[src/rtl/counter_bus_arbiter.sv]
`default_nettype none
// ============================================================================
// Module      : counter_bus_arbiter
// Description : Round-robin owner selection for one shared 8-bit tri-state
//               bus fed by a bank of counters. Produces one-hot-or-zero
//               output enables, inserts TA_CYCLES all-off turnaround cycles
//               between owners, and caps each ownership at MAX_HOLD cycles
//               while another requester is waiting.
// Optional    : define COUNTER_BUS_ARB_LOCK_EN to add the 'lock' input,
//               which lets the current owner keep the bus past MAX_HOLD.
// Ports       :
//   clk       in   1      system clock, rising edge
//   reset     in   1      asynchronous active-high reset
//   req       in   N_REQ  level requests, held high while bus is wanted
//   lock      in   1      (COUNTER_BUS_ARB_LOCK_EN only) owner keeps bus
//   oe        out  N_REQ  one-hot-or-zero tri-state enables
//   gnt_id    out  IDW    current owner index, valid while bus_valid=1
//   bus_valid out  1      high exactly when some oe bit is high
//   busy      out  1      high while owning or in turnaround
//   hold_cnt  out  8      cycles held by current owner (1-based), 0 if none
// Revision    : 1.0  initial release
// ============================================================================
module counter_bus_arbiter #(
  parameter  int N_REQ     = 4,
  parameter  int MAX_HOLD  = 8,
  parameter  int TA_CYCLES = 1,
  localparam int IDW       = $clog2(N_REQ)
) (
  input  logic             clk,
  input  logic             reset,
  input  logic [N_REQ-1:0] req,
`ifdef COUNTER_BUS_ARB_LOCK_EN
  input  logic             lock,
`endif
  output logic [N_REQ-1:0] oe,
  output logic [IDW-1:0]   gnt_id,
  output logic             bus_valid,
  output logic             busy,
  output logic [7:0]       hold_cnt
);

  localparam logic [IDW:0] N_REQ_W    = (IDW+1)'(N_REQ);
  localparam logic [7:0]   MAX_HOLD_W = 8'(MAX_HOLD);
  localparam logic [3:0]   TA_INIT    = 4'(TA_CYCLES - 1);

  typedef enum logic [1:0] {
    S_IDLE = 2'd0,
    S_OWN  = 2'd1,
    S_TURN = 2'd2
  } state_t;

  state_t           state;
  logic [IDW-1:0]   rr_ptr;
  logic [3:0]       ta_cnt;

  logic             win_found;
  logic [IDW-1:0]   win_idx;
  logic [IDW-1:0]   next_ptr;
  logic [IDW:0]     probe;
  logic [N_REQ-1:0] owner_mask;
  logic             owner_req;
  logic             others_req;
  logic             hold_at_max;
  logic             lock_active;

`ifdef COUNTER_BUS_ARB_LOCK_EN
  assign lock_active = lock;
`else
  assign lock_active = 1'b0;
`endif

  // Round-robin search: probe indices rr_ptr, rr_ptr+1, ... wrapping at
  // N_REQ (which need not be a power of two), first set request wins.
  always_comb begin
    win_found = 1'b0;
    win_idx   = '0;
    probe     = '0;
    for (int i = 0; i < N_REQ; i++) begin
      probe = {1'b0, rr_ptr} + (IDW+1)'(i);
      if (probe >= N_REQ_W) probe = probe - N_REQ_W;
      if (!win_found && req[probe[IDW-1:0]]) begin
        win_found = 1'b1;
        win_idx   = probe[IDW-1:0];
      end
    end
  end

  assign next_ptr    = (win_idx == IDW'(N_REQ - 1)) ? '0 : win_idx + IDW'(1);
  assign owner_mask  = N_REQ'(1) << gnt_id;
  assign owner_req   = |(req & owner_mask);
  assign others_req  = |(req & ~owner_mask);
  assign hold_at_max = (hold_cnt == MAX_HOLD_W);

  always_ff @(posedge clk or posedge reset) begin
    if (reset) begin
      state     <= S_IDLE;
      rr_ptr    <= '0;
      ta_cnt    <= '0;
      oe        <= '0;
      gnt_id    <= '0;
      bus_valid <= 1'b0;
      busy      <= 1'b0;
      hold_cnt  <= 8'd0;
    end else begin
      case (state)
        S_OWN: begin
          // Owner dropping its request takes priority over the hold limit,
          // so a drop exactly at MAX_HOLD looks like a normal release.
          if (!owner_req || (hold_at_max && others_req && !lock_active)) begin
            state     <= S_TURN;
            oe        <= '0;
            bus_valid <= 1'b0;
            hold_cnt  <= 8'd0;
            ta_cnt    <= TA_INIT;
          end else if (hold_at_max) begin
            hold_cnt  <= 8'd1;
          end else begin
            hold_cnt  <= hold_cnt + 8'd1;
          end
        end
        default: begin
          // IDLE and the final TURN cycle share the same arbitration.
          if (state == S_TURN && ta_cnt != 4'd0) begin
            ta_cnt <= ta_cnt - 4'd1;
          end else if (win_found) begin
            state     <= S_OWN;
            oe        <= N_REQ'(1) << win_idx;
            gnt_id    <= win_idx;
            bus_valid <= 1'b1;
            busy      <= 1'b1;
            hold_cnt  <= 8'd1;
            rr_ptr    <= next_ptr;
          end else begin
            state     <= S_IDLE;
            busy      <= 1'b0;
          end
        end
      endcase
    end
  end

endmodule
`default_nettype wire

[config.mk]
export PLATFORM = sky130hd
export DESIGN_NAME = counter_bus_arbiter
export DESIGN_NICKNAME = d
export VERILOG_FILES = /design/src/rtl/counter_bus_arbiter.sv
export SDC_FILE = /design/constraint.sdc
export NUM_CORES = 1
export LEC_CHECK = 0
export BUFFER_PORTS_ARGS = -buffer_cell sky130_fd_sc_hd__buf_2
export CAP_MARGIN = 10
export CELL_PAD_IN_SITES_DETAIL_PLACEMENT = 1
export CELL_PAD_IN_SITES_GLOBAL_PLACEMENT = 1
export CORE_MARGIN = 2
export CORE_UTILIZATION = 39
export DETAILED_ROUTE_END_ITERATION = 12
export HOLD_SLACK_MARGIN = 0.12
export PLACE_DENSITY = 0.85
export SYNTH_ARGS = -nofsm -noshare
export SYNTH_HDL_FRONTEND = slang
export SYNTH_SLANG_ARGS = --single-unit
[constraint.sdc]
create_clock -name clk -period 2.05 [get_ports clk]
set_clock_uncertainty 0.2 [all_clocks]
set_input_delay 0.41 -clock clk [delete_from_list [all_inputs] [get_ports clk]]
set_output_delay 0.41 -clock clk [all_outputs]
set_load 0.1 [all_outputs]
### Yosys cells after proc, flatten, opt, wreduce, memory -nomap -nowiden

Cells that the tools add are included.

* shift operators: 2
* equality and inequality tests: 6
* reduce and logical (&&, ||, !) cells: 21
* add/subtract/negate cells: 10
* multiplexer cells: 41
* bitwise logic cells: 5
* $lt $le $gt $ge: 8

Operator list (number)
* 8-bit 2-to-1 mux: 5
* 2-bit 2-to-1 mux: 12
* 4-bit 2-to-1 mux: 6
* 1-bit 2-to-1 mux: 14
* 2-bit by 3-bit less-than comparator with 1-bit output, second input constant: 4
* 3-bit greater-or-equal comparator, second input constant: 3
* 8-bit by 1-bit adder with 8-bit output, second input constant: 1
* 4-bit AND: 2
* 1-bit binary-select mux with 2-bit select: 4
* 8-bit by 4-bit == test with 1-bit output, second input constant: 1
* 2-bit AND reduction: 4
* 4-bit OR reduction: 2
* 1-bit by 2-bit left shift with 4-bit output, first input constant: 2
* 2-bit by 1-bit subtractor with 2-bit output, second input constant: 4
* 2-bit by 2-bit adder with 3-bit output, second input constant: 2
* 3-bit AND reduction: 2
* 1-bit logical AND: 5
* 2-bit == test, second input constant: 2
* 1-bit logical NOT: 4
* 4-bit NOT: 1
* 2-bit nonzero test: 2
* 4-bit nonzero test: 1
* 4-bit by 1-bit subtractor with 4-bit output, second input constant: 1
* 2-bit by 1-bit adder with 3-bit output, second input constant: 1
* other kinds (7): 8

* input bits: 6
* word-level logic and storage cells: 101
* bits in registers: 24
* output and inout bits: 16

### Depth between registers and ports, before layout

Gate-level depths: netlist of the first run.

* depth in word-level cells: 18
* gate-level depth with buffers: 8
* gate-level depth less buffers: 7

### Least setup slack after synthesis of the first run

Ideal clock, no wire load.

* path kind: reg2reg
* from: reg hold_cnt[0]
* to: reg oe[0]
* data required time: 1.727 ns
* library setup time: 0.123 ns
* period minus slack after synthesis: 2.514 ns
* path slack: -0.464 ns
* path buffers: 0
* cell stages (with the launch flop): 8
* arrival: 2.191 ns
* path through: dfrtp_1 inv_1 ha_1 or4b_4 nor2_4 o211ai_4 a21o_1 a22o_1

* cells in the longest elaborated chain, start to end: 5

RTL lines
* start: declaration: RTL line 39 `output logic [7:0] hold_cnt`
* start signal: assignment: RTL line 118 `hold_cnt <= hold_cnt + 8'd1;`
* 8-bit by 4-bit == test with 1-bit output: RTL line 92 `assign hold_at_max = (hold_cnt == MAX_HOLD_W);`
* 1-bit logical AND: RTL line 109 `if (!owner_req || (hold_at_max && others_req && !lock_active)) begin`
* 1-bit logical OR: RTL line 109
* 2-bit != test (no line)
* 3-bit AND reduction (no line)
* end signal: assignment: RTL line 127 `oe <= N_REQ'(1) << win_idx;`
* end: declaration: RTL line 35 `output logic [N_REQ-1:0] oe,`

Every way passes these cells.
A chain may end at the register's enable or synchronous reset.

### Final worst setup path of the first run

* from: reg hold_cnt[0]
* to: reg ta_cnt[0]

* cells in the longest elaborated chain, start to end: 5

RTL lines
* 8-bit by 4-bit == test with 1-bit output: RTL line 92
* 1-bit logical AND: RTL line 109
* 1-bit logical OR: RTL line 109
* 2-bit != test (no line)
* 2-bit AND reduction (no line)
* end signal: assignment: RTL line 124 `ta_cnt <= ta_cnt - 4'd1;`
* end: declaration: RTL line 54 `logic [3:0] ta_cnt;`

Every way passes these cells.

==> results_dict.tcl, run 1 <==
set metrics [dict create \
    die_area_sq_um 4240 \
    die_h_um 65.1 \
    post-place-ws_ns -0.187 \
    fin_total_pwr_mw 3.15 \
    io_buffer_count 21 \
    cts.path.max_buffers 2 \
    yosysUniqueCellTypes 47 \
    clk_latency_ns 0.28 \
    antennaDiodeCount 0 \
    synth_ff_type "dfrtp_1" \
    vias_per_cell 5.42 \
    syn_inst 150 \
    wirelength_mm 4.08 \
    powerDensity_nw_per_um2 1650 \
    ant_nets 0 \
    ys_seq_area_frac 0.412 \
    worstSetupEndpointType "register" \
    die_w_um 65.1 \
    place.gp.congestion 0.764 \
    status "complete, but fails checks" \
    crit_start "hold_cnt[0]$_DFFE_PP0P_" \
    worst_pin_slew_ns 0.488 \
    crit_family "simple AND/OR/NAND/NOR gates" \
    vias 1334 \
    placementRows 22 \
    area_delta_synth_final_pct 31.0 \
    critPathMaxFanout 6 \
    grt_max_degree 25 \
    synth_edf_count 0 \
    avgSynthCellArea_sq_um 9.71 \
    synth_top_cell_by_area "dfrtp_1" \
    crit_chain "inv_4 > ha_4 > or4b_4 > nor2_4 > o211ai_4 > a21oi_2 > o21ai_1" \
    synth-async-reset-ratio 1.00 \
    cts_sinks 24 \
    finalMaxSlewViolations 0 \
    synth_area_sq_um 1460 \
    io_pins 22 \
    synth.top_cell.area_share 0.412 \
    min_period_over_period 1.04 \
    hp-start "oe[1]$_DFFE_PP0P_" \
    dp_hpwl_mm 3.02 \
    hold_class "register to register" \
    antenna_found_initial 0 \
    slowest_delay_ns 0.50 \
    htreeDepth 1 \
    worst-path-buf-inv 1 \
    yosys_warnings 0 \
    avgRoutedWirePerCell_um 16.6 \
    crit_required_ns 2.01 \
    firstDrtPassIters 4 \
    crit_slowest_cell "dfrtp_4" \
    max_slew_margin 0.677 \
    setup_viol 15 \
    p_leak_nw 0.887 \
    worst-setup-path-type "register to register" \
    cp-start-kind "register" \
    r2r_start "hold_cnt[0]$_DFFE_PP0P_" \
    yosys-top-cells-count "dfrtp_1 (24), nor2_1 (17), nand2_1 (14), inv_1 (9)" \
    start_util 0.401 \
    maxCapViolCount 0 \
    cp.arrival_ns 2.10 \
    drive_above_1_share 0.414 \
    ys_ff_latch 24 \
    grt_first_pass_wirelength_mm 6.77 \
    clkTransAtPathRegs_ns 0.09 \
    synth.most_common_cell "dfrtp_1" \
    grt_pass1_vias 1459 \
    cts_tree "built" \
    numCtsBuffers 3 \
    track_usage 0.211 \
    synthTopCellsByArea "dfrtp_1 (41%), ha_1 (6.9%), nor2_1 (4.4%)" \
    fmax_mhz 467 \
    nets 213 \
    setup_slack_ns -0.0905 \
    peakVddDrop_v 0.000847 \
    failed_checks "setup timing" \
    fin_util 0.525 \
    grt_overflow 0 \
    coreArea_sq_um 3630 \
    drtIter0Drc 51 \
    finalHoldViolations 0 \
    clockRootBuffer "clkbuf_8" \
    remaining_drc_errors 0 \
    syn_nets 164 \
    fin_crit_ns 2.14 \
    rsz0062_at_grt "true" \
]
[state kept, by name (all words and copies together), names as in the netlist]
signal	cells
ta_cnt	4
hold_cnt	8
rr_ptr	2
oe	4
bus_valid	1
state	2
gnt_id	2
busy	1
[layout by cell type, fill, tap and decap left out, types with 4 or more instances in the layout]
| master | instances |
|---|---|
| mux2i_1 | 4 |
| dfrtp_2 | 11 |
| buf_2 | 21 |
| ha_1 | 7 |
| nand3_1 | 5 |
| nor2_1 | 15 |
| nand2_1 | 14 |
| a21oi_1 | 4 |
| o21ai_1 | 7 |
| dfrtp_1 | 12 |
| buf_4 | 24 |
| o21ai_0 | 6 |
| inv_1 | 8 |
| a22o_1 | 5 |
[logic make-up after synthesis]
group	count (synthesis)	synth area share
xor gates and xnor gates	3	0.0180
buffers and inverters	12	0.0326
DFF	24	0.412
AOI/OAI and AO/OA	39	0.196
and+or+nand+nor	59	0.229
adders and majority gates	8	0.0687
muxes	5	0.0430
[area by class of cell]
class	count	area, sq um
Clock buffer	4	45.0
Tap cell	48	60.1
Fill cell	441	1730
Multi-Input combinational cell	114	848
Inverter	9	36.3
Timing Repair Buffer	47	300
Sequential cell	24	618
[timing repair]
action	CTS	global route
setup buffers	2	7
hold buffers	1	0
pin swaps	3	5
endpoints found under the setup margin	17	20
resized for setup	6	7
endpoints found under the hold margin	24	0
cloned	0	0
[report_power, final]
group | switching [mW] | internal (mW) | leakage (nW) | total, mW
sequential | 0.152 | 0.643 | 0.294 | 0.794
combinational | 1.35 | 0.708 | 0.571 | 2.05
clock | 0.160 | 0.140 | 0.0228 | 0.300
total | 1.66 | 1.49 | 0.887 | 3.15
[worst register-to-register path: cells and delay by family (launching register included)]
family	cells	cell delay, ns
simple gates	2	0.62
buf+inv	1	0.07
fa+ha+maj	1	0.12
compound gates	3	0.50
flops	1	0.50
[layer usage]
metal / share of wire / GRT usage
met5: 0 / 0
met2: 0.57 / 0.401
met3: 0.033 / 0.0514
met4: 0.0088 / 0.0547
met1: 0.39 / 0.233
[through the flow]
stage | TNS [ns] | hold slack [ns] | std cells | cell area, sq um
finish | -0.823 | 0.308 | 246 | 1910
global route | -2.19 | 0.334 | 246 | 1910
CTS | -1.02 | 0.313 | 239 | 1840
detailed placement | -1.71 | 0.277 | 232 | 1740
global placement | -0.108 | 0.268 | 232 | 1740
floorplan | -1.92 | 0.224 | 150 | 1470
[path summary, 6_finish.rpt]
path / endpoint / slack [ns] / cells past startpoint
max reg2reg: ta_cnt[0]$_DFFE_PP0P_ / -0.09 / 7
min: oe[1]$_DFFE_PP0P_ / 0.31 / 1
min reg2reg: oe[1]$_DFFE_PP0P_ / 0.31 / 1
min in group asynchronous: ta_cnt[0]$_DFFE_PP0P_ / 0.53 / 4
max in group asynchronous: rr_ptr[1]$_DFFE_PP0P_ / 0.85 / 4
max: ta_cnt[0]$_DFFE_PP0P_ / -0.09 / 7
No activity file was read; power rests on OpenSTA's default activity.
==> run 2, diff against run 1 <==
Settings changed: CORE_UTILIZATION 39 to 43, PLACE_DENSITY 0.85 to 0.88.
Clock period 2.05 ns to 2.03 ns, I/O delays scaled along.
==> run 2 against run 1 <==
  * The run still ends with setup timing left
  * Combinational power rose by 4%
  * Global-route usage up 1.6 points
  * Via count rose by 3.7%
  * Clock power fell by 11%
  * Sequential share of layout area increased by 0.69 points
  * Sequential power is 2% higher
  * Maximum frequency decreased by 2.1%
  * Worst hold slack gained 0.0071 ns
  * Worst setup slack got worse by 0.066 ns
  * Die area down 8.8%
  * Critical path type unchanged
  * Highest routed layer unchanged
==> results_dict.tcl, run 2 (synthesis gave the netlist of run 1 again) <==
set metrics [dict create \
    largest_reg_flops 8 \
    setup_viol 18 \
    setup_slack_ns -0.157 \
    track_usage 0.227 \
    coreArea_sq_um 3280 \
    avgRoutedWirePerCell_um 18.2 \
    critPathMaxFanout 4 \
    hold_class "register to register" \
    failed_checks "setup timing" \
    maxCapViolCount 0 \
    grt_first_pass_wirelength_mm 6.87 \
    drtIter0Drc 56 \
    layout_common_cells "buf_2 (21), buf_4 (21), nor2_1 (15), nand2_1 (14), dfrtp_1 (12)" \
    die_h_um 62.2 \
    antennaDiodeCount 0 \
    cts_sinks 24 \
    max_slew_margin 0.675 \
    crit_chain "inv_2 > ha_1 > or4b_4 > nor2_4 > o211ai_4 > a21o_1 > a22o_1" \
    clockRootBuffer "clkbuf_4" \
    cp-start-kind "register" \
    largest-register "hold_cnt" \
    drive_above_1_share 0.396 \
    clkTransAtPathRegs_ns 0.14 \
    placementRows 21 \
    grt_max_degree 25 \
    dp_hpwl_mm 3.02 \
    area_delta_synth_final_pct 28.3 \
    grt_pass1_vias 1393 \
    fin_crit_ns 2.19 \
    fmax_mhz 457 \
    finalHoldViolations 0 \
    start_util 0.443 \
    die_area_sq_um 3870 \
    worst-path-buf-inv 1 \
    wirelength_mm 4.42 \
    io_buffer_count 21 \
    crit_family "simple AND/OR/NAND/NOR gates" \
    crit_required_ns 2.05 \
    hold_ws_ns 0.315 \
    firstDrtPassIters 4 \
    nets 212 \
    vias 1384 \
    clk_latency_ns 0.33 \
    worst_pin_slew_ns 0.491 \
    remaining_drc_errors 0 \
    grt_overflow 0 \
    vias_per_cell 5.70 \
    p_leak_nw 0.874 \
    crit_slowest_cell "dfrtp_4" \
    die_w_um 62.2 \
    htreeDepth 1 \
    finalMaxSlewViolations 0 \
    worstSetupEndpointType "register" \
    status "complete, but fails checks" \
    place.gp.congestion 0.786 \
    powerDensity_nw_per_um2 1720 \
    reg2reg_slack_ns -0.16 \
    peakVddDrop_v 0.000934 \
    top_regs "hold_cnt (8), oe (4), ta_cnt (4)" \
    io_pins 22 \
    numCtsBuffers 3 \
    slowest_delay_ns 0.51 \
    worst-setup-path-type "register to register" \
    fin_total_pwr_mw 3.21 \
    min_period_over_period 1.08 \
    ant_nets 0 \
    cts_tree "built" \
    antenna_found_initial 0 \
    cts.path.max_buffers 2 \
    cp.arrival_ns 2.21 \
    rsz0062_at_grt "true" \
]
-- run 2: metal layers --
metal  wire, um  up-vias  GRT usage
met1       1710      699      0.258
met2       2410       36      0.409
li1           -      634          -
met3        150       15     0.0417
met5          0        -          0
met4        148        0      0.111
-- run 2: final cells by class --
| type | instances | area, sq um |
|---|---|---|
| Tap cell | 46 | 57.6 |
| Sequential cell | 24 | 618 |
| Multi-Input combinational cell | 114 | 822 |
| Clock buffer | 4 | 36.3 |
| Inverter | 9 | 33.8 |
| Timing Repair Buffer | 46 | 300 |
| Fill cell | 393 | 1420 |
-- run 2: worst paths after layout --
path                       cells after the start                     from                      end
max                                            7  hold_cnt[0]$_DFFE_PP0P_        oe[1]$_DFFE_PP0P_
min                                            1  hold_cnt[3]$_DFFE_PP0P_  hold_cnt[3]$_DFFE_PP0P_
max reg2reg                                    7  hold_cnt[0]$_DFFE_PP0P_        oe[1]$_DFFE_PP0P_
min reg2reg                                    1  hold_cnt[3]$_DFFE_PP0P_  hold_cnt[3]$_DFFE_PP0P_
max in group asynchronous                      4                    reset  hold_cnt[0]$_DFFE_PP0P_
min in group asynchronous                      4                    reset  hold_cnt[0]$_DFFE_PP0P_
-- run 2: what timing repair did --
item                                    in CTS  in global routing
pin swaps                                    2                  3
buffers inserted                             4                  6
endpoints found under the setup margin      17                 21
resized for setup                            2                  7
hold endpoints to repair                    24                  0
hold buffers                                 1                  0
-- run 2: where the power goes --
group          switching, mW  internal, mW  leakage, nW
clock network          0.157         0.110       0.0210
logic                   1.40         0.730        0.560
registers              0.164         0.648        0.294
-- run 2: stage by stage --
step	util	TNS [ns]	setup slack (ns)	cells	instance area [sq um]
6_report	0.569	-1.69	-0.157	243	1870
5_1_grt	0.569	-2.92	-0.192	243	1870
4_1_cts	0.552	-1.19	-0.133	237	1810
3_5_place_dp	0.525	-0.955	-0.112	228	1730
3_3_place_gp	0.525	-0.127	-0.0241	228	1730
2_1_floorplan	-	-2.29	-0.198	150	1470
